<file path="config.mk">
export PLATFORM = sky130hd
export DESIGN_NAME = execute_sequencer
export DESIGN_NICKNAME = d
export VERILOG_FILES = /design/src/rtl/execute_sequencer.sv
export SDC_FILE = /design/constraint.sdc
export NUM_CORES = 1
export LEC_CHECK = 0
export ABC_AREA = 1
export CAP_MARGIN = 20
export CORE_UTILIZATION = 47
export DETAILED_ROUTE_END_ITERATION = 6
export GPL_TIMING_DRIVEN = 0
export PLACE_DENSITY_LB_ADDON = 0.2
export SYNTH_ARGS = -nofsm -noshare
export SYNTH_HDL_FRONTEND = slang
export SYNTH_SLANG_ARGS = --single-unit
export TNS_END_PERCENT = 30
</file>
<file path="constraint.sdc">
create_clock -name clk -period 1.8 [get_ports clk]
set_input_delay 0.36 -clock clk [delete_from_list [all_inputs] [get_ports clk]]
set_output_delay 0.36 -clock clk [all_outputs]
set_load 0.03 [all_outputs]
</file>
<file path="src/rtl/execute_sequencer.sv">
// rtl/execute_sequencer.sv - execute-stage sequencer: issues one instruction to a unit,
// waits for its done pulse under a watchdog, and holds the result for the next stage.
module execute_sequencer #(
   parameter int NUM_UNITS      = 5,
   parameter int TIMEOUT_CYCLES = 64,
   parameter int EXC_ILLEGAL    = 2,
   parameter int EXC_TIMEOUT    = 24
) (
   input  logic                 clk,
   input  logic                 reset,
   input  logic                 flush,
   input  logic                 read_valid,
   output logic                 read_stall,
   input  logic [NUM_UNITS-1:0] unit_sel,
   output logic                 capture,
   output logic [NUM_UNITS-1:0] start,
   input  logic [NUM_UNITS-1:0] unit_done,
   output logic [NUM_UNITS-1:0] result_sel,
   output logic                 out_load,
   output logic                 valid,
   input  logic                 stall,
   output logic                 exception_valid_out,
   output logic [5:0]           exception_num_out,
   output logic                 busy
);
   localparam int TW = $clog2(TIMEOUT_CYCLES) + 1;
   localparam logic [NUM_UNITS-1:0] SEL_ONE    = NUM_UNITS'(1);
   localparam logic [TW-1:0]        TIMER_ONE  = TW'(1);
   localparam logic [TW-1:0]        TIMER_LAST = TW'(TIMEOUT_CYCLES - 1);

   typedef enum logic [1:0] {IDLE, ISSUE, WAIT, HOLD} state_t;

   state_t                 state;
   logic [NUM_UNITS-1:0]   cur_sel;
   logic [TW-1:0]          timer;
   logic                   accept;
   logic                   sel_ok;
   logic                   hit;
   logic                   expire;

   assign accept = read_valid && !flush && (state == IDLE || (state == HOLD && !stall));
   // x & (x-1) clears the lowest set bit, so a zero result means at most one bit was set
   assign sel_ok = (unit_sel != '0) && ((unit_sel & (unit_sel - SEL_ONE)) == '0);
   assign hit    = (state == ISSUE || state == WAIT) && ((unit_done & cur_sel) != '0);
   assign expire = (state == WAIT) && (timer == TIMER_LAST);

   assign capture    = accept;
   assign start      = (state == ISSUE && !flush) ? cur_sel : '0;
   assign out_load   = !flush && (hit || expire);
   assign read_stall = (state == ISSUE) || (state == WAIT) || (state == HOLD && stall);
   assign valid      = (state == HOLD);
   assign busy       = (state != IDLE);
   assign result_sel = cur_sel;

   always_ff @(posedge clk or posedge reset) begin
      if (reset) begin
         state               <= IDLE;
         cur_sel             <= '0;
         timer               <= '0;
         exception_valid_out <= 1'b0;
         exception_num_out   <= '0;
      end else if (flush) begin
         state               <= IDLE;
         timer               <= '0;
         exception_valid_out <= 1'b0;
         exception_num_out   <= '0;
      end else if (accept) begin
         cur_sel <= unit_sel;
         if (sel_ok) begin
            state               <= ISSUE;
            exception_valid_out <= 1'b0;
            exception_num_out   <= '0;
         end else begin
            state               <= HOLD;
            exception_valid_out <= 1'b1;
            exception_num_out   <= 6'(EXC_ILLEGAL);
         end
      end else begin
         case (state)
            ISSUE: begin
               timer <= '0;
               state <= hit ? HOLD : WAIT;
            end
            WAIT: begin
               // done takes precedence over a coincident watchdog expiry
               if (hit) begin
                  state <= HOLD;
               end else if (expire) begin
                  state               <= HOLD;
                  exception_valid_out <= 1'b1;
                  exception_num_out   <= 6'(EXC_TIMEOUT);
               end else if (timer != '1) begin
                  timer <= timer + TIMER_ONE;
               end
            end
            HOLD: begin
               if (!stall) begin
                  state               <= IDLE;
                  exception_valid_out <= 1'b0;
                  exception_num_out   <= '0;
               end
            end
            default: state <= IDLE;
         endcase
      end
   end

   a_sel_onehot: assert property (@(posedge clk) disable iff (reset)
      (state == ISSUE || state == WAIT) |-> $onehot(cur_sel));

endmodule
</file>
# Word level (Yosys, flattened, before mapping)
# Cells that the tools add are included.
dict set report classes {
  addsub 2
  eq_ne 13
  mux 29
  n_bitwise 3
  reduce_logical 26
}
# cell count
set ops {}
lappend ops {{7-bit 2-to-1 mux} 5}
lappend ops {{6-bit 2-to-1 mux} 5}
lappend ops {{2-bit 2-to-1 mux} 7}
lappend ops {{7-bit one-hot mux with 2 select lines} 1}
lappend ops {{4-bit inequality test (second input constant)} 3}
lappend ops {{6-bit one-hot mux with 2 select lines} 1}
lappend ops {{5-bit bitwise AND} 2}
lappend ops {{5-bit nonzero test} 2}
lappend ops {{1-bit logical AND} 9}
lappend ops {{7-bit by 1-bit adder with 7-bit output (second input constant)} 1}
lappend ops {{7-bit by 6-bit == test with 1-bit output (second input constant)} 1}
lappend ops {{1-bit 2-to-1 mux} 7}
lappend ops {{7-bit inequality test (second input constant)} 1}
lappend ops {{3-bit inequality test (second input constant)} 2}
lappend ops {{2-bit one-hot mux with 3 select lines} 1}
lappend ops {{5-bit zero test} 1}
lappend ops {{5-bit 2-to-1 mux} 1}
lappend ops {{5-bit inequality test (second input constant)} 1}
lappend ops {{5-bit AND reduction} 1}
lappend ops {{5-bit by 1-bit subtractor with 5-bit output (second input constant)} 1}
lappend ops {{2-bit == test (second input constant)} 2}
lappend ops {{1-bit logical OR} 4}
lappend ops {{2-bit AND reduction} 2}
lappend ops {{4-bit AND reduction} 1}
lappend ops {{10 further kinds} 11}
dict set report word_totals {
  register_bits 21
  in_bits 15
  out_inout_bits 22
}

# Depth between registers and ports, before layout
dict set report depth {
  word_depth 7
  depth_mapped 11
  mapped_depth_nobuf 11
}

# Worst setup path before layout
# OpenSTA, ideal clock, no wires.
dict set report synth_path {
  kind {reg-to-output}
  startpoint {register timer[0]}
  endpoint {output out_load}
  t_arrival_ns 1.401
  slack_ns 0.039
  stages_incl_launch_ff 8
  path_buffers 0
  cell_sequence {dfrtp_1 > ha_1 > nand2_1 > inv_2 > nand2_1 > nor2_2 > inv_2 > o22ai_1}
}
dict set report synth_via {
  elab_chain_len 4
}
# item line_no
set synth_lines {}
lappend synth_lines {{start, declared} 35} ;# logic [TW-1:0] timer;
lappend synth_lines {{start signal, assigned} 93} ;# timer <= timer + TIMER_ONE;
lappend synth_lines {{7-bit by 6-bit == test with 1-bit output} 45} ;# assign expire = (state == WAIT) && (timer == TIMER_LAST);
lappend synth_lines {{1-bit logical AND} 45}
lappend synth_lines {{1-bit logical OR} 49} ;# assign out_load = !flush && (hit || expire);
lappend synth_lines {{1-bit logical AND} 49}
lappend synth_lines {{end, declared} 19} ;# output logic out_load,
# Every way passes these cells.

# Final worst setup path
# Ends and elaborated chain as after synthesis.

==> results.sh <==
export IMPL_area_growth_pct=39.3
export IMPL_first_pass_iters=4
export IMPL_syn_inst=183
export IMPL_hold_class="in2reg"
export IMPL_grt_pass1_wl_microns=4720
export IMPL_relSlewSlack=0.580
export IMPL_fin_ws_ps=-186
export IMPL_ant_nets=0
export IMPL_timing_hold_ws_ps=420
export IMPL_holdCritStartpoint="flush"
export IMPL_cts_root_buffer="clkbuf_4"
export IMPL_post_synth_top_area_fraction=0.332
export IMPL_dp_hpwl_microns=2160
export IMPL_cts_buffer_depth=2
export IMPL_ys_ff_latch=17
export IMPL_first_global_vias=1161
export IMPL_cts_buffers_inserted=3
export IMPL_p_sw_mw=1.25
export IMPL_drc=0
export IMPL_maxCapViolations=0
export IMPL_finalClockSkew_ps=4.21
export IMPL_portBuffers=32
export IMPL_syn_avg_cell_area_sq_um=6.99
export IMPL_setup_viol_count_final=3
export IMPL_start_util=0.507
export IMPL_min_period_over_period=1.10
export IMPL_track_usage=0.221
export IMPL_path_clk_slew_ps=100
export IMPL_reg2reg_depth=10
export IMPL_synthDistinctLibCells=28
export IMPL_rsz0062_at_grt="true"
export IMPL_layout_nets=251
export IMPL_ys_seq_area_frac=0.332
export IMPL_cp_arrival_ps=1630
export IMPL_via_count=1324
export IMPL_antenna_found_initial=0
export IMPL_drive_above_1_share=0.270
export IMPL_io_pins=37
export IMPL_fp_dieArea_sq_um=2940
export IMPL_overflow=0
export IMPL_leakagePower_nw=0.918
export IMPL_reg2reg_slack_ps=110
export IMPL_fin_util=0.707
export IMPL_violations="setup timing"
export IMPL_worst_slew_pin_slew_ps=629
export IMPL_ir_drop_mv=1.24
export IMPL_ys_top_cells_by_area="dfrtp_1 33%, nand2_1 18%, nand3_1 6.6%"
export IMPL_n_antenna_cell=0
export IMPL_placed_area_sq_um=1650
export IMPL_routed_wl_microns=2920
export IMPL_holdPathStages=4
export IMPL_hold_violations=0
export IMPL_cts_tree="built"
export IMPL_yosysTopAreaCell="dfrtp_1"
export IMPL_hold_buffers=0
export IMPL_synth_most_common_cell="nand2_1"
export IMPL_p_sw_frac=0.511
export IMPL_vias_per_cell=5.09
export IMPL_drt_iter0_drc=38
export IMPL_fp_coreArea_sq_um=2520
export IMPL_fin_area_sq_um=1780
export IMPL_crit_type="reg2out"
export IMPL_period_needed_ps=1990
export IMPL_wl_per_cell_microns=11.2
export IMPL_power_density_nw_per_um2=1380
export IMPL_finalMaxSlewViolations=0
export IMPL_netlist_top_cells_count="63 x nand2_1, 20 x inv_1, 18 x nor2_1"
export IMPL_min_to="timer[1]"
export IMPL_rows=18
export IMPL_synth_edff_count=0
export IMPL_status="complete, but fails checks"
export IMPL_async_flop_share=1.00
export IMPL_routabilityCongestion=0.871
export IMPL_htreeDepth=1
export IMPL_syn_cell_area_sq_um=1280
export IMPL_yosysWarnings=0
export IMPL_worstReg2RegStart="state[1]"
export IMPL_seqPwrFrac=0.240
export IMPL_maxClockFrequency_mhz=503
export IMPL_n_fill_cell=201
export IMPL_internal_power_mw=1.20
export IMPL_die_h_microns=54.2
export IMPL_critPathLaunchType="flop"
export IMPL_clk_latency_ps=280
export IMPL_r2r_end="state[1]"
export IMPL_die_w_microns=54.2
export IMPL_cts_sinks=17
export IMPL_cp_max_fo=4
export IMPL_combPwrFrac=0.680
export IMPL_cp_end_kind="primary output"
export IMPL_synth_flop_cell="dfrtp_1"
export IMPL_clockPowerShare=0.080
export IMPL_grt_max_degree=18
export IMPL_crit_required_ps=1440
## power by group through the flow
stage,clock (mW),sequential [mW],combinational (mW)
after floorplan,0,0.748,0.900
after global placement,0,0.590,1.54
after detailed placement,0,0.596,1.55
after CTS,0.204,0.587,1.67
after global routing,0.227,0.608,1.82
final,0.196,0.590,1.67
## through the flow
stage	std cells	setup TNS [ps]	power (mW)	worst slack (ps)
6_report	260	-283	2.46	-186
3_5_place_dp	247	-2880	2.15	-653
4_1_cts	255	-444	2.46	-225
5_1_grt	260	-806	2.65	-256
3_3_place_gp	247	-2840	2.13	-641
2_1_floorplan	185	0	1.65	39.0
## sequential cells by signal, indices dropped and copies added, names as in the netlist
register / cells
timer: 7
result_sel: 5
exception_num_out: 2
state: 2
exception_valid_out: 1
## critical path: stages (launching register included)
cell and delay, ps:
dfrtp_1 410, ha_2 210, nand2_2 60, inv_2 80, nand2_4 60, nor2_4 120, inv_2 50, o22ai_2 190
buf_6 150
## cells in the final DEF (no fill, tap or decap), types with 3 or more instances in the layout
master	instances
dfrtp_1	17
clkbuf_4	3
nor2_4	4
buf_4	19
nand2_1	60
nand3_1	17
o21ai_1	6
nor2_1	17
inv_2	7
nand3_2	4
conb_1	3
nand2_2	4
clkdlybuf4s50_1	21
nand2_4	4
buf_6	4
inv_1	17
## worst max path at each step
stage	end	slack (ps)	startpoint
2_1_floorplan	out_load	40	timer[0]
6_report	out_load	-190	timer[0]
3_3_place_gp	capture	-640	read_valid
3_5_place_dp	capture	-650	read_valid
5_1_grt	out_load	-260	timer[1]
4_1_cts	read_stall	-220	state[0]
## cell type report
| class | instances | area [sq um] | share of cell area |
|---|---|---|---|
| multi-input cells | 136 | 764 | 0.429 |
| flip-flops and latches | 17 | 425 | 0.239 |
| repair buffers | 42 | 377 | 0.211 |
| inverters | 26 | 110 | 0.0618 |
| plain buffers | 5 | 41.3 | 0.0232 |
| well taps | 30 | 37.5 | 0.0211 |
| clock buffers | 3 | 22.5 | 0.0126 |
| clock inverters | 1 | 5.00 | 0.00281 |
## logic make-up (layout without fill, tap and decap cells)
kind of cell | count (synthesis) | after routing | synth area share
flip-flops | 17 | 17 | 0.332
AO/OA/AOI/OAI | 11 | 11 | 0.0577
buffers and inverters | 32 | 77 | 0.118
adder cells (fa/ha/maj) | 5 | 5 | 0.0489
other | 1 | 3 | 0.00293
AND/OR/NAND/NOR | 116 | 116 | 0.433
XOR/XNOR | 1 | 1 | 0.00684
## layer usage
layer / vias to the layer above / GRT usage / part of all wire
li1: 650 / - / -
met1: 608 / 0.270 / 0.43
met2: 60 / 0.366 / 0.49
met3: 6 / 0.0395 / 0.065
met4: 0 / 0.115 / 0.016
met5: - / 0 / 0
## repair_timing
| item | CTS | global route |
|---|---|---|
| pin swaps | 5 | 5 |
| setup buffers | 5 | 5 |
| resized for setup | 62 | 11 |
| setup endpoints to repair | 10 | 11 |
Power figures use the tool's default switching activity.
